$ cat src/rtl/seg_scan_ctrl.sv
// Four-digit multiplexed 7-segment scan controller with dead-time blanking,
// frame-boundary value transfer and optional leading-zero suppression.
module seg_scan_ctrl #(
    parameter int unsigned DIV       = 1000,
    parameter int unsigned BLANK_CYC = 16
) (
    input  logic        clk_i,
    input  logic        rst_i,
    input  logic [15:0] value_i,
    input  logic        load_i,
    input  logic        lzs_i,
    output logic [3:0]  digit_o,
    output logic [3:0]  anode_o,
    output logic        ack_o
);

    typedef enum logic [0:0] {StBlank, StShow} state_e;

    localparam logic [15:0] BlankLast = 16'(BLANK_CYC - 1);
    localparam logic [15:0] DivLast   = 16'(DIV - 1);

    state_e      state_q, state_d;
    logic [15:0] cnt_q, cnt_d;
    logic [1:0]  idx_q, idx_d;
    logic [15:0] held_q, held_d;
    logic        pending_q, pending_d;
    logic [15:0] shadow_q, shadow_d;
    logic [3:0]  digit_q, digit_d;
    logic [3:0]  anode_q, anode_d;
    logic        ack_q, ack_d;
    logic        frame_end;
    logic        suppress;

    assign frame_end = (state_q == StShow) && (cnt_q == DivLast) && (idx_q == 2'd3);

    always_comb begin
        state_d   = state_q;
        cnt_d     = cnt_q + 16'd1;
        idx_d     = idx_q;
        held_d    = held_q;
        pending_d = pending_q;
        shadow_d  = shadow_q;
        ack_d     = 1'b0;

        unique case (state_q)
            StBlank: begin
                if (cnt_q == BlankLast) begin
                    state_d = StShow;
                    cnt_d   = 16'd0;
                end
            end
            StShow: begin
                if (cnt_q == DivLast) begin
                    state_d = StBlank;
                    cnt_d   = 16'd0;
                    idx_d   = idx_q + 2'd1;
                end
            end
            default: ;
        endcase

        // Transfer uses the pre-edge held value; a coincident load re-arms pending.
        if (frame_end && pending_q) begin
            shadow_d  = held_q;
            pending_d = 1'b0;
            ack_d     = 1'b1;
        end
        if (load_i) begin
            held_d    = value_i;
            pending_d = 1'b1;
        end

        // Outputs are derived from next-state so they are registered yet aligned to state.
        digit_d  = shadow_d[{idx_d, 2'b00} +: 4];
        suppress = lzs_i && (idx_d != 2'd0) && ((shadow_d >> {idx_d, 2'b00}) == 16'h0000);
        anode_d  = 4'b1111;
        if ((state_d == StShow) && !suppress) begin
            anode_d = ~(4'b0001 << idx_d);
        end
    end

    always_ff @(posedge clk_i) begin
        if (rst_i) begin
            state_q   <= StBlank;
            cnt_q     <= 16'd0;
            idx_q     <= 2'd0;
            held_q    <= 16'h0000;
            pending_q <= 1'b0;
            shadow_q  <= 16'h0000;
            digit_q   <= 4'h0;
            anode_q   <= 4'b1111;
            ack_q     <= 1'b0;
        end else begin
            state_q   <= state_d;
            cnt_q     <= cnt_d;
            idx_q     <= idx_d;
            held_q    <= held_d;
            pending_q <= pending_d;
            shadow_q  <= shadow_d;
            digit_q   <= digit_d;
            anode_q   <= anode_d;
            ack_q     <= ack_d;
        end
    end

    assign digit_o = digit_q;
    assign anode_o = anode_q;
    assign ack_o   = ack_q;

endmodule

$ cat config.mk
export PLATFORM = sky130hd
export DESIGN_NAME = seg_scan_ctrl
export DESIGN_NICKNAME = d
export VERILOG_FILES = /design/src/rtl/seg_scan_ctrl.sv
export SDC_FILE = /design/constraint.sdc
export NUM_CORES = 1
export LEC_CHECK = 0
export BUFFER_PORTS_ARGS = -buffer_cell sky130_fd_sc_hd__buf_4
export CAP_MARGIN = 20
export CORE_ASPECT_RATIO = 0.5
export CORE_MARGIN = 2
export CORE_UTILIZATION = 57
export CTS_CLUSTER_SIZE = 28
export DETAILED_ROUTE_END_ITERATION = 10
export MAX_ROUTING_LAYER = met4
export PLACE_DENSITY = 0.78
export SLEW_MARGIN = 40
export SYNTH_ARGS = -nofsm -noshare
export SYNTH_HDL_FRONTEND = slang
export SYNTH_SLANG_ARGS = --single-unit
$ cat constraint.sdc
create_clock -name clk_i -period 2.6 [get_ports clk_i]
set_clock_uncertainty 0.05 [all_clocks]
set_input_delay 0.52 -clock clk_i [delete_from_list [all_inputs] [get_ports clk_i]]
set_output_delay 0.52 -clock clk_i [all_outputs]
set_load 0.05 [all_outputs]
; ---- After elaboration in Yosys (flattened, before gate mapping)
; Index checks and enable logic that the tools add are counted.
[totals]
ff_bits = 61
word_cells = 43
[classes]
n_eq_ne = 3
n_shift = 3
n_mux = 12
addsub = 2
reduce_logical = 11
n_bitwise = 3
[op_table]
columns = cell, count
row1 = $mux 16, 3
row2 = $pmux 16 s2, 1
row3 = $add 16x1->16 const B, 1
row4 = $eq 16x10->1 const B, 1
row5 = $eq 16x4->1 const B, 1
row6 = $logic_not 16->1, 1
row7 = $shiftx 16x5->4, 1
row8 = $shr 16x4->16, 1
row9 = $logic_and 1x1->1, 6
row10 = $mux 1, 5
row11 = $mux 2, 2
row12 = $not 4->4, 1
row13 = $reduce_bool 2->1, 2
row14 = $shl 1x2->4 const A, 1
row15 = $add 2x1->2 const B, 1
row16 = $eq 2x2->1 const B, 1
row17 = $not 1->1, 2
row18 = $pmux 1 s2, 1
row19 = $reduce_or 2->1, 1
row20 = $logic_not 1->1, 1

; ---- Logic depth before layout (Yosys ltp)
[logic_depth]
ltp_word = 12
ltp_mapped = 11

; ---- Worst setup path after synthesis
; No wires, ideal clock.
[synth_path]
kind = register to register
start = register cnt_q[0]
end = register anode_q[1] (netlist: anode_o[1])
arrival_time_ns = 2.010
setup_slack_ns = 0.478
path_buffers = 1
stages_incl_launch_ff = 11
cell_sequence = dfxtp_1 -> ha_1 -> and4_1 -> and4_1 -> buf_6 -> nand2_8 -> mux2i_1 -> a211o_1 -> a311oi_1 -> nand4_1 -> nand3_1
[synth_via]
elab_chain_len = 12
[synth_lines]
columns = element, line_no
row1 = from (decl), 23  ; logic [15:0] cnt_q, cnt_d;
row2 = from (signal assigned), 95  ; cnt_q <= cnt_d;
row3 = $eq 16x10->1, "34, 53"
row4 = $logic_and 1x1->1 (2 in a row), 34  ; assign frame_end = (state_q == StShow) && (cnt_q == DivLast) && (idx_q == 2'd3);
row5 = $logic_and 1x1->1, 63  ; if (frame_end && pending_q) begin
row6 = $mux 16, 63
row7 = $shr 16x4->16, 75  ; suppress = lzs_i && (idx_d != 2'd0) && ((shadow_d >> {idx_d, 2'b00}) == 16'h0000);
row8 = $logic_not 16->1, 75
row9 = $logic_and 1x1->1, 75
row10 = $logic_not 1->1, 77  ; if ((state_d == StShow) && !suppress) begin
row11 = $logic_and 1x1->1, 77
row12 = $not 1->1 (no source line), -
row13 = $reduce_or 2->1 (no source line), -
row14 = to (signal assigned), 101  ; anode_q <= anode_d;
row15 = to (decl), 29  ; logic [3:0] anode_q, anode_d;
; Several ways; a longest one is shown, not always the timed one.
; A chain may end at the register's enable or synchronous reset.

; ---- Worst setup path after layout
[layout_path]
start = register idx_q[1]
end = register anode_q[2] (netlist: anode_o[2])
[layout_via]
elab_chain_len = 11
[layout_lines]
columns = element, line_no
row1 = from (decl), 24  ; logic [1:0] idx_q, idx_d;
row2 = from (signal assigned), 96  ; idx_q <= idx_d;
row3 = branches (longest 11 deep; another with $add 2x1->2), -
; Parallel ways; which one is timed is not known.

==> flow_summary.ini <==
[synth]
synth-edff-count = 0
synth_seq_area_share_pct = 47.2
synth_ff_type = sky130_fd_sc_hd__dfxtp_1
syn_area_per_cell_um2 = 9.34
syn-instance-count = 277
syn-num-nets = 299
synth.lib_cells_used.distinct = 42
asyncSetResetFlopFracSynth_pct = 0
synth-seq-cells = 61
netlist_area_before_placement_mm2 = 0.00259
synthesis.yosys.warnings = 0

[global_routing]
antenna_found_initial = 0
grt_util_all_layers_pct = 23.9
vias_in_the_first_global_route = 1992
maximum_number_of_pins_on_one_net_before_global_route_repair = 43
grt.overflow.total = 0
grt_pass1_wl_um = 9070

[die]
fp.dieArea_mm2 = 0.00513
start_util_pct = 59.1
height_of_the_chip_um = 51.6
core.rowCount = 17
die_width_um = 99.3
boundaryPins = 29
core-area_mm2 = 0.00438

[setup_path]
cp_cell_sequence = ha_1, nand2_1, nor2_2, nand2_8, mux2i_1, a211o_1, a311oi_1, nand4_1, nand3_1
r2r_cells = 9
cp-end-kind = register
worst-setup-path-type = reg2reg
cp_data_required_time_ns = 2.83
slowest_stage = sky130_fd_sc_hd__dfxtp_1
critical_path.max_fanout = 18
critical-path-max-stage-delay_ns = 0.47
timing.critical_path.from_type = register
timing.critical_path.arrival_ns = 2.64

[clock_tree]
cts-root-buf = sky130_fd_sc_hd__clkbuf_8
cts_made_buffers = 9
clock_path_buffers = 2
clkTransAtPathRegs_ns = 0.07
postCtsHoldBufs = 0
tritoncts = yes
htree_levels = 3
clock_latency_ns = 0.33
cts_num_sinks = 61

[timing]
minimum_period_implied_by_the_final_worst_setup_slack_ns = 2.41
max_slew.worst_pin.slew_ns = 0.538
fmax_mhz = 414
finalSetupTns_ns = 0
max_slew_margin_pct = 64.1
grt_setup_unrepaired = no
timing.final.crit_share_pct = 92.8
finalHoldViolations = 0
slew_viol_final = 0
finalSetupViolations = 0

[power]
p_per_area_mw_per_mm2 = 681
max-vdd-ir-drop_uv = 382
power.static_leakage_nw = 1.40
design_power_total_mw = 2.11

[cells_and_area]
post-route-cell-area_mm2 = 0.00309
finish.net_count = 329
seq_area_mm2 = 0.00122
flow.area_growth_from_synthesis_pct = 19.6
filler_cell_count = 330
antennaDiodeCount = 0
multiInputGateArea_mm2 = 0.00129
drive_gt1_share_pct = 18.3

[outcome]
run_status = finished clean

[routing]
avgRoutedWirePerCell_um = 15.0
detailed_route_iter0_violations = 141
drt-total-wl_um = 5530
num_vias = 2040
drt_first_pass_iters = 5
routed_via_density = 5.53
route.detailed.drc = 0
final_antenna_net_count = 0

[job]
maximum_capacitance_violations = 0

[placement]
detailed_place_hpwl_um = 3640
port_buffers = 28
placement.cell_area_mm2 = 0.00282
gp_routability_congestion = 0.900

[worst_hold_path]
timing.hold.worst.class = in2reg
timing.hold.worst_path_depth = 3
what timing repair did:
| item | in CTS | in global routing |
|---|---|---|
| resized for setup | 0 | 3 |
| endpoints found under the setup margin | 0 | 3 |
| buffers inserted | 0 | 2 |
layout by cell type (no fill, tap or decap), types with 2 or more instances in the layout:
cell and n:
sky130_fd_sc_hd__a21oi_1 7, sky130_fd_sc_hd__and4_1 2, sky130_fd_sc_hd__or3_1 3, sky130_fd_sc_hd__inv_1 2, sky130_fd_sc_hd__nand2_1 17, sky130_fd_sc_hd__dfxtp_1 61
sky130_fd_sc_hd__nor4_1 5, sky130_fd_sc_hd__and3_1 5, sky130_fd_sc_hd__buf_4 33, sky130_fd_sc_hd__bufinv_16 3, sky130_fd_sc_hd__xor2_1 7, sky130_fd_sc_hd__o21ai_0 4
sky130_fd_sc_hd__nand2b_1 2, sky130_fd_sc_hd__nor3_1 4, sky130_fd_sc_hd__ha_1 2, sky130_fd_sc_hd__clkbuf_8 11, sky130_fd_sc_hd__nand4_1 5, sky130_fd_sc_hd__xnor2_1 5
sky130_fd_sc_hd__mux2i_1 33, sky130_fd_sc_hd__nor2_1 61, sky130_fd_sc_hd__nand3_1 9, sky130_fd_sc_hd__a22oi_1 6
synthesized netlist by cell type, drive strengths merged, types with 6 or more instances:
cell type	instances	area (µm²)
nand2	18	83.8
clkbuf	11	41.3
o21ai	7	50.1
mux2i	33	330
nand4	6	43.8
nand3	9	45.0
xor2	7	61.3
a22oi	6	45.0
dfxtp	61	1220
nor4	6	52.6
a21oi	7	35.0
nor2	62	233
sequential cells by signal, summed over array words and instances, names as in the netlist:
signal     cells
ack_o          1
state_q        1
anode_o        4
shadow_q      16
pending_q      1
held_q        16
idx_q          2
cnt_q         16
digit_o        4
worst max-delay path: cells and delay by family (launching register included):
family | cells | cell delay (ns)
and+or+nand+nor | 5 | 0.89
muxes | 1 | 0.18
adders and majority gates | 1 | 0.24
DFF | 1 | 0.47
AOI/OAI and AO/OA | 2 | 0.52
power by group:
group / switching, mW / leakage (nW) / total, mW / internal, mW
Clock: 0.369 / 0.126 / 1.06 / 0.690
Sequential: 0.0147 / 0.496 / 0.969 / 0.954
Combinational: 0.0384 / 0.775 / 0.0785 / 0.0401
Total: 0.422 / 1.40 / 2.11 / 1.68
kinds of logic after synthesis:
group | share of synthesized area (%)
muxes | 12.8
buffers and inverters | 3.19
AOI/OAI and AO/OA | 7.21
DFF | 47.2
and+or+nand+nor | 24.6
adders and majority gates | 0.967
xor gates and xnor gates | 4.06
area by class of cell:
type,count,area share (%)
Inverter,2,0.243
Sequential cell,61,39.5
Clock buffer,11,4.89
Timing Repair Buffer,33,8.01
Tap cell,57,2.30
Multi-Input combinational cell,200,41.6
Clock inverter,5,3.44
stage by stage:
stage                     setup slack, ns  instances  util, %  hold WS, ns
final                               0.187        369     70.6        0.366
after floorplan                     0.478        277        -        0.363
after detailed placement            0.102        351     64.3        0.387
after global routing               0.0342        369     70.6        0.367
after global placement              0.237        351     64.3        0.373
after CTS                          0.0873        367     70.2        0.362
path summary, 6_finish.rpt:
check                   from    endpoint  slack (ns)
setup / recovery    idx_q[1]  anode_o[2]        0.19
hold / removal    value_i[1]   held_q[1]        0.37
setup reg to reg    idx_q[1]  anode_o[2]        0.19
hold reg to reg     cnt_q[0]    cnt_q[0]        0.39
routing by layer:
layer,global-route usage (%),routed length (µm)
met5,-,0
met4,8.22,66
met3,7.93,263
met2,39.8,2630
met1,27.8,2570
Power figures use the tool's default switching activity.
